$ cat config.mk
export PLATFORM = sky130hd
export DESIGN_NAME = cu_mc_ctrl
export DESIGN_NICKNAME = d
export VERILOG_FILES = /design/src/rtl/cu_mc_ctrl.sv
export SDC_FILE = /design/constraint.sdc
export NUM_CORES = 1
export LEC_CHECK = 0
export CAP_MARGIN = 20
export CORE_MARGIN = 2
export CORE_UTILIZATION = 55
export DETAILED_ROUTE_END_ITERATION = 8
export GPL_TIMING_DRIVEN = 0
export HOLD_SLACK_MARGIN = 0.03
export PLACE_DENSITY_LB_ADDON = 0.12
export SLEW_MARGIN = 20
export SYNTH_ARGS = -nofsm -noshare
export SYNTH_HDL_FRONTEND = slang
export SYNTH_SLANG_ARGS = --single-unit
$ cat constraint.sdc
create_clock -name clk -period 2.83 [get_ports clk]
set_clock_uncertainty 0.2 [all_clocks]
set_input_delay 0.283 -clock clk [delete_from_list [all_inputs] [get_ports clk]]
set_output_delay 0.283 -clock clk [all_outputs]
set_load 0.05 [all_outputs]
$ cat src/rtl/cu_mc_ctrl.sv
// cu_mc_ctrl: multi-cycle control unit with handshake RAM port, CALL/RET stack and halt/run control.
// Optional single-step input enabled by defining STEP_EN.
module cu_mc_ctrl #(
  parameter int DATAW     = 16,
  parameter int ADDRW     = 8,
  parameter int NREGS     = 16,
  parameter int OPW       = 5,
  parameter int NFLAGS    = 4,
  parameter int ALU_SUB   = 1,
  parameter int STK_DEPTH = 4
) (
  input  logic              clk,
  input  logic              rst_n,
  input  logic              run,
`ifdef STEP_EN
  input  logic              step,
`endif
  output logic              mem_req,
  output logic              mem_we,
  output logic [ADDRW-1:0]  mem_addr,
  output logic [DATAW-1:0]  mem_wdata,
  input  logic [DATAW-1:0]  mem_rdata,
  input  logic              mem_ready,
  output logic [OPW-1:0]    alu_op,
  output logic [DATAW-1:0]  alu_a,
  output logic [DATAW-1:0]  alu_b,
  input  logic [DATAW-1:0]  alu_y,
  input  logic [NFLAGS-1:0] alu_flags,
  output logic              halted,
  output logic              stk_err
);
  localparam int RW   = $clog2(NREGS);
  localparam int SPW  = $clog2(STK_DEPTH);
  localparam int IMMW = DATAW - OPW - RW;
  localparam int IXW  = (DATAW > OPW + 3*RW) ? DATAW : OPW + 3*RW;
  localparam logic [OPW-1:0] OP_LDI  = OPW'(5'h10);
  localparam logic [OPW-1:0] OP_STI  = OPW'(5'h11);
  localparam logic [OPW-1:0] OP_LD   = OPW'(5'h12);
  localparam logic [OPW-1:0] OP_ST   = OPW'(5'h13);
  localparam logic [OPW-1:0] OP_MOV  = OPW'(5'h14);
  localparam logic [OPW-1:0] OP_CMP  = OPW'(5'h15);
  localparam logic [OPW-1:0] OP_BI   = OPW'(5'h16);
  localparam logic [OPW-1:0] OP_BCI  = OPW'(5'h17);
  localparam logic [OPW-1:0] OP_BNEI = OPW'(5'h18);
  localparam logic [OPW-1:0] OP_CALL = OPW'(5'h19);
  localparam logic [OPW-1:0] OP_RET  = OPW'(5'h1A);
  localparam logic [OPW-1:0] OP_HALT = OPW'(5'h1F);

  typedef enum logic [2:0] {S_FETCH, S_DECODE, S_MEM, S_EXEC, S_HALTED} state_t;

  state_t            state_q, state_d, done_st;
  logic [ADDRW-1:0]  pc_q, pc_d;
  logic [DATAW-1:0]  instr_q, instr_d;
  logic [DATAW-1:0]  regs_q [NREGS];
  logic [DATAW-1:0]  regs_d [NREGS];
  logic [NFLAGS-1:0] flags_q, flags_d;
  logic [SPW:0]      sp_q, sp_d, sp_m1;
  logic [ADDRW-1:0]  stk_q [STK_DEPTH];
  logic [ADDRW-1:0]  stk_d [STK_DEPTH];
  logic              stk_err_q, stk_err_d;
  logic              mem_req_q, mem_req_d, mem_we_q, mem_we_d;
  logic [ADDRW-1:0]  mem_addr_q, mem_addr_d;
  logic [DATAW-1:0]  mem_wdata_q, mem_wdata_d;
  logic [OPW-1:0]    alu_op_q, alu_op_d;
  logic [DATAW-1:0]  alu_a_q, alu_a_d, alu_b_q, alu_b_d;
  logic              halted_q, halted_d;
  logic              wake;
  logic [IXW-1:0]    ix;
  logic [OPW-1:0]    op;
  logic [RW-1:0]     rx, ry, rz;
  logic [IMMW-1:0]   imm;
  logic [ADDRW-1:0]  tgt;

  // rz may extend past the word; missing upper bits read as zero
  assign ix    = IXW'(instr_q);
  assign op    = ix[OPW-1:0];
  assign rx    = ix[OPW +: RW];
  assign ry    = ix[OPW+RW +: RW];
  assign rz    = ix[OPW+2*RW +: RW];
  assign imm   = instr_q[DATAW-1:OPW+RW];
  assign tgt   = instr_q[OPW+ADDRW-1:OPW];
  assign sp_m1 = sp_q - (SPW+1)'(1);

`ifdef STEP_EN
  assign done_st = run ? S_FETCH : S_HALTED;
  assign wake    = run | step;
`else
  assign done_st = S_FETCH;
  assign wake    = run;
`endif

  always_comb begin
    state_d     = state_q;
    pc_d        = pc_q;
    instr_d     = instr_q;
    regs_d      = regs_q;
    flags_d     = flags_q;
    sp_d        = sp_q;
    stk_d       = stk_q;
    stk_err_d   = stk_err_q;
    mem_we_d    = mem_we_q;
    mem_addr_d  = mem_addr_q;
    mem_wdata_d = mem_wdata_q;
    alu_op_d    = alu_op_q;
    alu_a_d     = alu_a_q;
    alu_b_d     = alu_b_q;
    case (state_q)
      S_FETCH: if (mem_req_q && mem_ready) begin
        instr_d = mem_rdata;
        pc_d    = pc_q + ADDRW'(1);
        state_d = S_DECODE;
      end
      S_DECODE: begin
        state_d = done_st;
        if (op < OPW'(16) || op == OP_CMP) begin
          alu_op_d = op == OP_CMP ? OPW'(ALU_SUB) : op;
          alu_a_d  = op == OP_CMP ? regs_q[rx] : regs_q[ry];
          alu_b_d  = op == OP_CMP ? regs_q[ry] : regs_q[rz];
          state_d  = S_EXEC;
        end else if (op == OP_LDI) regs_d[rx] = DATAW'(imm);
        else if (op == OP_MOV) regs_d[rx] = regs_q[ry];
        else if (op == OP_LD || op == OP_ST || op == OP_STI) begin
          mem_we_d    = op != OP_LD;
          mem_addr_d  = op == OP_STI ? regs_q[rx][ADDRW-1:0] : regs_q[ry][ADDRW-1:0];
          mem_wdata_d = op == OP_STI ? DATAW'(imm) : regs_q[rx];
          state_d     = S_MEM;
        end else if (op == OP_BI || (op == OP_BCI && flags_q[3]) || (op == OP_BNEI && !flags_q[1])) pc_d = tgt;
        else if (op == OP_CALL) begin
          if (sp_q == (SPW+1)'(STK_DEPTH)) begin
            stk_err_d = 1'b1;
            state_d   = S_HALTED;
          end else begin
            stk_d[sp_q[SPW-1:0]] = pc_q;
            sp_d = sp_q + (SPW+1)'(1);
            pc_d = tgt;
          end
        end else if (op == OP_RET) begin
          if (sp_q == '0) begin
            stk_err_d = 1'b1;
            state_d   = S_HALTED;
          end else begin
            pc_d = stk_q[sp_m1[SPW-1:0]];
            sp_d = sp_m1;
          end
        end else if (op == OP_HALT) state_d = S_HALTED;
      end
      S_MEM: if (mem_req_q && mem_ready) begin
        if (!mem_we_q) regs_d[rx] = mem_rdata;
        state_d = done_st;
      end
      S_EXEC: begin
        flags_d = alu_flags;
        if (op != OP_CMP) regs_d[rx] = alu_y;
        state_d = done_st;
      end
      S_HALTED: state_d = wake ? S_FETCH : S_HALTED;
      default: state_d = S_FETCH;
    endcase
    // outputs are registered, so they follow the state being entered
    mem_req_d = state_d == S_FETCH || state_d == S_MEM;
    halted_d  = state_d == S_HALTED;
    if (state_d == S_FETCH) begin
      mem_addr_d = pc_d;
      mem_we_d   = 1'b0;
    end
  end

  always_ff @(posedge clk) begin
    if (!rst_n) begin
      state_q     <= S_FETCH;
      pc_q        <= '0;
      instr_q     <= '0;
      regs_q      <= '{default: '0};
      flags_q     <= '0;
      sp_q        <= '0;
      stk_q       <= '{default: '0};
      stk_err_q   <= 1'b0;
      mem_req_q   <= 1'b0;
      mem_we_q    <= 1'b0;
      mem_addr_q  <= '0;
      mem_wdata_q <= '0;
      alu_op_q    <= '0;
      alu_a_q     <= '0;
      alu_b_q     <= '0;
      halted_q    <= 1'b0;
    end else begin
      state_q     <= state_d;
      pc_q        <= pc_d;
      instr_q     <= instr_d;
      regs_q      <= regs_d;
      flags_q     <= flags_d;
      sp_q        <= sp_d;
      stk_q       <= stk_d;
      stk_err_q   <= stk_err_d;
      mem_req_q   <= mem_req_d;
      mem_we_q    <= mem_we_d;
      mem_addr_q  <= mem_addr_d;
      mem_wdata_q <= mem_wdata_d;
      alu_op_q    <= alu_op_d;
      alu_a_q     <= alu_a_d;
      alu_b_q     <= alu_b_d;
      halted_q    <= halted_d;
    end
  end

  assign mem_req   = mem_req_q;
  assign mem_we    = mem_we_q;
  assign mem_addr  = mem_addr_q;
  assign mem_wdata = mem_wdata_q;
  assign alu_op    = alu_op_q;
  assign alu_a     = alu_a_q;
  assign alu_b     = alu_b_q;
  assign halted    = halted_q;
  assign stk_err   = stk_err_q;
endmodule

==> results.rst, run 1 <==
.. list-table::
   :header-rows: 1

   * - Metric
     - Value
   * - Share of synthesized area spent on multiplexers
     - 0.208
   * - Mean Syn Cell Area
     - 8.64 µm²
   * - Last weighted congestion value of the routability-driven placer
     - 1.11
   * - Net count, final
     - 2873
   * - Max stage delay cell, worst path
     - sky130_fd_sc_hd__nor2b_1
   * - Wire length after detailed routing
     - 107 mm
   * - Lkg Pwr
     - 0.00918 µW
   * - Largest net degree at the start of global routing
     - 13
   * - Most area-hungry cell type in the Yosys netlist
     - sky130_fd_sc_hd__dfxtp_1
   * - Area share of the largest cell type after synthesis
     - 0.338
   * - Number of different library cells in the post-synthesis netlist
     - 69
   * - First-pass iteration count of the detailed router
     - 7
   * - Final Slew Violations
     - 0
   * - Horiz. Die Dim
     - 208 µm
   * - Num Clock Sinks
     - 385
   * - Min Hold Slack
     - 0.0539 ns
   * - Most frequent standard cell in the layout excluding fill and tap cells
     - sky130_fd_sc_hd__dfxtp_1
   * - Floorplan core area
     - 40800 µm²
   * - Sequence of cells on the critical path
     - buf_4, buf_4, buf_4, nor2b_1, nand2_1, a21oi_4, o21ai_0, nor2_1
   * - Maximum clock frequency
     - 343 MHz
   * - Total CTS buffers
     - 44
   * - Antenna viol nets, final
     - 0
   * - Xor and xnor area share after synthesis
     - 0.00346
   * - Clock root buffer master
     - sky130_fd_sc_hd__clkbuf_16
   * - DIE AREA
     - about 43000 µm²
   * - Routed length per instance
     - 31.5 µm
   * - Post-synthesis register bit count
     - around 390
   * - Hold Vio Cnt, Final
     - 0
   * - Post-synthesis share of cell area spent on and, or, nand and nor gates
     - 0.157
   * - Total congestion overflow
     - 0
   * - Sequential share of the synthesized area
     - 0.338
   * - Most area-consuming cells after synthesis
     - sky130_fd_sc_hd__dfxtp_1 (34%), sky130_fd_sc_hd__mux4_2 (16%), sky130_fd_sc_hd__a21oi_1 (7.7%)
   * - Least-Margin Pin Slew
     - 1.12 ns
   * - Clock latency at the later pin of the worst-skew pair
     - 0.61 ns
   * - Buffers on Ports
     - 101
   * - Layout Area Growth over Synthesis
     - 23.3%
   * - Violated checks
     - setup timing
   * - Commonest cells after routing, fill and taps aside
     - sky130_fd_sc_hd__dfxtp_1 (380), sky130_fd_sc_hd__a21oi_1 (330), sky130_fd_sc_hd__nor2_1 (245)
   * - Instance count of the mapped netlist
     - 2636
   * - Clock Pin Slew Worst Setup and Hold Paths
     - 0.06 ns
   * - Commonest register cell after synthesis
     - sky130_fd_sc_hd__dfxtp_1
   * - Number of hold-repair buffers added at the cts stage
     - 0
   * - Worst endpoint required time
     - 3.16 ns
   * - Final HPWL from detailed placement
     - 78.6 mm
   * - Cell Rows
     - 74
   * - Post-Syn Nets
     - ~2700
   * - Total global routing track utilization
     - 0.471
   * - Setup repair after global routing missed its margin
     - yes
   * - Cell seen most often among critical-path stages
     - sky130_fd_sc_hd__buf_4
   * - Fraction of layout cells with a size suffix above 1
     - 0.245
   * - Non-filler instance count after layout
     - 3393
   * - Number of vias after detailed routing
     - 25200
   * - Synthesized-area fraction occupied by adder cells
     - 0.00329
   * - H-tree depth
     - 2
   * - Largest family of logic cells by synthesized area
     - compound AO/OA/AOI/OAI gates
   * - Final instance area
     - 28100 µm²
   * - Util after Layout
     - 0.688
   * - Initial cell density of the core
     - 0.558
   * - Cell area after synthesis
     - 22800 µm²
   * - Via-per-instance ratio
     - 7.44
   * - Worst setup path category
     - flip-flop to flip-flop
   * - Final critical-path share of the clock period
     - 1.03
   * - Placed cell count
     - 3270
   * - Relative max-transition margin
     - 0.252
   * - Number of enable-type register cells in the synthesized netlist
     - 0
   * - Max-cap violations
     - 0
   * - Yosys warns
     - 0
   * - Share of the synthesized area in compound gates (AO/OA/AOI/OAI)
     - 0.234
   * - Number of global-route vias before repair
     - 22900
   * - Power density of the placed cells
     - between 500 and 600 nW/µm²
   * - Clock tree from TritonCTS
     - done
   * - Result of the run
     - finished with violations
   * - Max layer used
     - met5
   * - Largest fanout on the critical path
     - 10
   * - Smallest setup slack after layout
     - -0.0868 ns
   * - Number of antenna violations at the first check in global routing
     - 2
   * - Number of design-rule violations left by the first detailed-router iteration
     - ~4500
   * - Crit start category
     - flip-flop
   * - Cell Area, Placed
     - roughly 24000 µm²
   * - Data arrival time of the critical path
     - 3.25 ns
   * - Share of async-settable or async-resettable flops after synthesis
     - 0
   * - Final worst path period need
     - 2.92 ns
   * - Metal3 WL
     - 18.9 mm
   * - Ports placed on the boundary
     - 105
   * - DRC Markers
     - 0
   * - Worst supply voltage drop on vdd
     - 0.000508 V
   * - Highest cell delay on the worst timing path
     - 0.41 ns
   * - Clock Path Buffers
     - 3
   * - Height of the die
     - 208 µm
   * - Type of element capturing the critical path
     - flip-flop
   * - Met1 wire length
     - 37.7 mm
   * - Worst hold-check path type
     - primary input to flip-flop
   * - Number of setup violations in the final report
     - 36
   * - Wire length of the first global-routing pass
     - 152 mm
   * - Metal2 WL
     - 43.5 mm
state kept, by name, summed over array words and instances, names as in the netlist, 8 cells and up:
signal and count:
alu_a 16, instr_q 16, regs_q 256, mem_wdata 16, stk_q 32, alu_b 16, pc_q 8, mem_addr 8
path summary, 6_finish.rpt:
kind,start,to,slack (ns),cells past startpoint
worst max-delay path,instr_q[6],regs_q[156],-0.09,8
worst min-delay path,alu_flags[1],flags_q[1],0.05,3
worst max register to register,instr_q[6],regs_q[156],-0.09,8
worst min register to register,stk_q[4],stk_q[4],0.25,2
repair_timing:
action / in CTS / in global routing
gates cloned: 0 / 4
endpoints found under the setup margin: 365 / 344
pin swaps: 5 / 23
setup buffers: 17 / 26
resized for setup: 247 / 294
logic make-up (layout without fill, tap and decap cells):
family | after synthesis | after routing
compound gates | 914 | 914
xor+xnor | 9 | 9
fa+ha+maj | 6 | 6
buf+inv | 272 | 495
flops | 385 | 385
mux | 235 | 235
other cells | 0 | 2
simple gates | 815 | 815
where the power goes:
group          internal, µW  switching, µW  total, µW
clock                  3770           2510       6270
combinational           850           1790       2640
sequential             5510           95.4       5600
total                 10100           4390      14500
synth_stat cells (all sizes together) (3+ instances only):
master   number
clkbuf      174
o221a         5
o211ai        6
or3           6
a31oi        14
o2bb2ai       3
and3b         3
a21oi       353
or2           5
o211a         3
and2          6
nand4         6
o2111ai       4
a211oi      152
inv          10
and3          6
nor2b        15
nand2       216
mux2         13
mux2i        41
nor3        145
a21o          4
buf          88
o22ai        49
mux4        181
a22oi        33
xnor2         7
nand2b        8
a221oi        4
nor2        279
nand3       107
o32ai         5
dfxtp       385
o221ai        5
o21a          3
nor4          5
ha            6
o21ai       260
per-layer routing:
metal | vias to the layer above | global-route usage
met4 | 14 | 0.230
met2 | 2440 | 0.666
li1 | 10300 | -
met1 | 11900 | 0.608
met3 | 550 | 0.216
met5 | - | 0
stage by stage:
stage                     TNS [ns]  power (µW)  setup WS, ns
after floorplan                  0        7030        0.0789
after global placement     -204.07        7810        -0.973
after detailed placement   -213.35        7850        -0.998
after CTS                        0       14100      0.000182
after global routing         -1.38       14700       -0.0762
final                       -0.635       14500       -0.0868
layout make-up:
class	count	area, µm²
Multi-Input combinational cell	1979	14900
Sequential cell	385	7720
Tap cell	532	666
Buffer	258	1700
Antenna cell	2	5.00
Clock inverter	10	203
Clock buffer	68	1330
Inverter	10	37.5
Timing Repair Buffer	149	1540
Fill cell	3265	12700
critical path, delay by kind of cell (launching register included):
family                 cells  cell delay (ns)
buffers and inverters      3             0.86
AO/OA/AOI/OAI              2             0.55
flip-flops                 1             0.32
AND/OR/NAND/NOR            3             0.87
(Power assumes the default switching activity.)
==> run 2, diff against run 1 <==
CORE_UTILIZATION = 50   (was 55)
==> run 2 against run 1 <==
Against the previous run:
- the flow still finishes with violations (setup timing)
- sequential share of layout area up 0.25 points
- total power shrank 1.6%
- via count is 0.79% lower
- register-to-register slack got worse by 0.02 ns
- worst setup slack lost 0.015 ns
- largest cell class unchanged
- clock power down 3.5%
- first-iteration DRC count decreased by 10%
- wire length grew 4.4%
- global-route usage down 1.4 points
- combinational power about the same
- cell area shrank 0.92%
- final cell count increased by 1.5%
==> results.rst, run 2 (same netlist as run 1, synthesis figures left out) <==
.. list-table::
   :header-rows: 1

   * - Metric
     - Value
   * - Maximum clock frequency
     - 341 MHz
   * - Worst slack at placement
     - -1.09 ns
   * - Clock Path Buffers
     - 3
   * - Total global routing track utilization
     - 0.457
   * - Number of global-route vias before repair
     - around 23000
   * - Top flop regs
     - regs_q: 256 flops, stk_q: 32 flops
   * - Least-Margin Pin Slew
     - 1.08 ns
   * - Smallest setup slack after layout
     - -0.102 ns
   * - Final Slew Violations
     - 0
   * - Clock tree from TritonCTS
     - done
   * - Final critical-path share of the clock period
     - 1.04
   * - Fraction of layout cells with a size suffix above 1
     - 0.227
   * - Final Power
     - about 14000 µW
   * - Biggest register
     - regs_q
   * - Worst endpoint required time
     - 3.11 ns
   * - Number of design-rule violations left by the first detailed-router iteration
     - 4029
   * - Layout Area Growth over Synthesis
     - 22.1%
   * - Worst setup path category
     - flip-flop to flip-flop
   * - Largest fanout on the critical path
     - 10
   * - Total CTS buffers
     - 45
   * - Reg-to-Reg End
     - mem_wdata[5]
   * - Height of the die
     - ~220 µm
   * - Num Clock Sinks
     - about 390
   * - Clock root buffer master
     - sky130_fd_sc_hd__clkbuf_16
   * - Floorplan core area
     - 45200 µm²
   * - Setup repair after global routing missed its margin
     - yes
   * - Final worst path period need
     - 2.93 ns
   * - Number of hold-repair buffers added at the cts stage
     - 0
   * - Worst Hold Path Cells
     - 3
   * - Fillcell total
     - 3924
   * - Max reg flops
     - 256
   * - H-tree depth
     - 2
   * - Worst supply voltage drop on vdd
     - 0.000586 V
   * - Number of antenna violations at the first check in global routing
     - 3
   * - Crit path capture
     - mem_wdata[5]
   * - Source of the critical timing path
     - instr_q[6]
   * - Net count, final
     - between 2000 and 3000
   * - Wire length of the first global-routing pass
     - 158 mm
   * - Cell Rows
     - 78
   * - Via-per-instance ratio
     - approximately 7.3
   * - Horiz. Die Dim
     - between 200 and 250 µm
   * - Util after Layout
     - 0.616
   * - Worst reg2reg startpoint
     - instr_q[6]
   * - Hold Vio Cnt, Final
     - 0
   * - Number of vias after detailed routing
     - 25000
   * - Type of element capturing the critical path
     - flip-flop
   * - Most frequent standard cell in the layout excluding fill and tap cells
     - sky130_fd_sc_hd__dfxtp_1
   * - Routed length per instance
     - 32.4 µm
   * - Clock latency at the later pin of the worst-skew pair
     - 0.61 ns
   * - Last weighted congestion value of the routability-driven placer
     - a little over 1
   * - Antenna viol nets, final
     - 0
   * - Number of setup violations in the final report
     - 40
   * - Worst hold-check path type
     - primary input to flip-flop
   * - DIE AREA
     - 47300 µm²
   * - Clock Pin Slew Worst Setup and Hold Paths
     - 0.06 ns
   * - Crit start category
     - flip-flop
   * - Reg2reg setup slack
     - -0.10 ns
   * - Data arrival time of the critical path
     - 3.22 ns
   * - Final HPWL from detailed placement
     - 82.8 mm
   * - Register-to-Register Path Depth
     - 10
   * - Max-cap violations
     - 0
   * - Relative max-transition margin
     - 0.280
   * - Initial cell density of the core
     - 0.504
   * - Total congestion overflow
     - 0
   * - Violated checks
     - setup timing
   * - Buffers on Ports
     - 101
   * - Commonest cells after routing, fill and taps aside
     - sky130_fd_sc_hd__dfxtp_1 (381), sky130_fd_sc_hd__a21oi_1 (335), sky130_fd_sc_hd__nor2_1 (248)
   * - First-pass iteration count of the detailed router
     - 8
   * - Ports placed on the boundary
     - roughly 110
   * - Largest net degree at the start of global routing
     - 13
   * - Power density of the placed cells
     - 513 nW/µm²
   * - Result of the run
     - finished with violations
   * - Wire length after detailed routing
     - roughly 110 mm
   * - DRC Markers
     - 0
   * - Lkg Pwr
     - between 0.009 and 0.01 µW
## run 2: cell count changes in the layout (fill, tap and decap cells not counted), moves of 5 or more
cell,delta
sky130_fd_sc_hd__a211oi_1,+22
sky130_fd_sc_hd__clkbuf_2,-7
sky130_fd_sc_hd__a21oi_2,-6
sky130_fd_sc_hd__clkbuf_1,+9
sky130_fd_sc_hd__a21oi_1,+5
sky130_fd_sc_hd__buf_4,-11
sky130_fd_sc_hd__a211oi_2,-24
sky130_fd_sc_hd__buf_8,-6
## run 2: stage by stage
stage | cell area [µm²] | TNS, ns | std cells | hold WS (ns)
2_1_floorplan | 22800 | 0 | 2636 | 0.219
3_3_place_gp | 24500 | -240.24 | 3337 | 0.240
5_1_grt | 27800 | -0.467 | 3443 | 0.0716
3_5_place_dp | 24600 | -235.17 | 3338 | 0.245
6_report | 27800 | -0.957 | 3444 | 0.0747
4_1_cts | 26800 | -0.00743 | 3427 | 0.0610
## run 2: power breakdown
group	internal [µW]	switching, µW	total, µW
clock	3500	2540	6050
sequential	5510	102	5610
combinational	833	1790	2630
## run 2: worst max-delay path, cell delays in order (launching register included)
cell	delay, ns
sky130_fd_sc_hd__dfxtp_1	0.33
sky130_fd_sc_hd__buf_4	0.26
sky130_fd_sc_hd__buf_8	0.25
sky130_fd_sc_hd__buf_6	0.26
sky130_fd_sc_hd__buf_4	0.30
sky130_fd_sc_hd__mux4_2	0.36
sky130_fd_sc_hd__mux2i_4	0.31
sky130_fd_sc_hd__nand2_1	0.10
sky130_fd_sc_hd__nand2_1	0.15
sky130_fd_sc_hd__o21ai_0	0.09
sky130_fd_sc_hd__and2_1	0.18
## run 2: area by class of cell
| class | instances | area (µm²) | area share |
|---|---|---|---|
| Tap cell | 600 | 751 | 0.0270 |
| Sequential cell | 385 | 7710 | 0.277 |
| Antenna cell | 1 | 2.50 | 0.0000899 |
| Multi-Input combinational cell | 1979 | 14800 | 0.530 |
| Timing Repair Buffer | 132 | 1390 | 0.0498 |
| Clock inverter | 11 | 139 | 0.00499 |
| Buffer | 256 | 1710 | 0.0613 |
| Inverter | 10 | 37.5 | 0.00135 |
| Clock buffer | 70 | 1330 | 0.0479 |
## run 2: how the worst min path moves through the flow
| stage | end | slack (ns) | startpoint |
|---|---|---|---|
| 3_3_place_gp | stk_q[4] | 0.24 | stk_q[4] |
| 4_1_cts | flags_q[1] | 0.06 | alu_flags[1] |
| 6_report | flags_q[1] | 0.07 | alu_flags[1] |
| 2_1_floorplan | instr_q[9] | 0.22 | mem_rdata[9] |
| 3_5_place_dp | stk_q[23] | 0.25 | stk_q[23] |
| 5_1_grt | flags_q[1] | 0.07 | alu_flags[1] |
## run 2: per-layer routing
layer / track usage / part of all wire
met5: 0 / 0.00024
met4: 0.211 / 0.057
met3: 0.164 / 0.15
met2: 0.667 / 0.42
met1: 0.605 / 0.37
## run 2: repair_timing
item | in CTS | in global routing
pin swaps | 8 | 15
cloned | 0 | 1
resized for setup | 271 | 206
endpoints found under the setup margin | 364 | 342
buffers inserted | 13 | 16
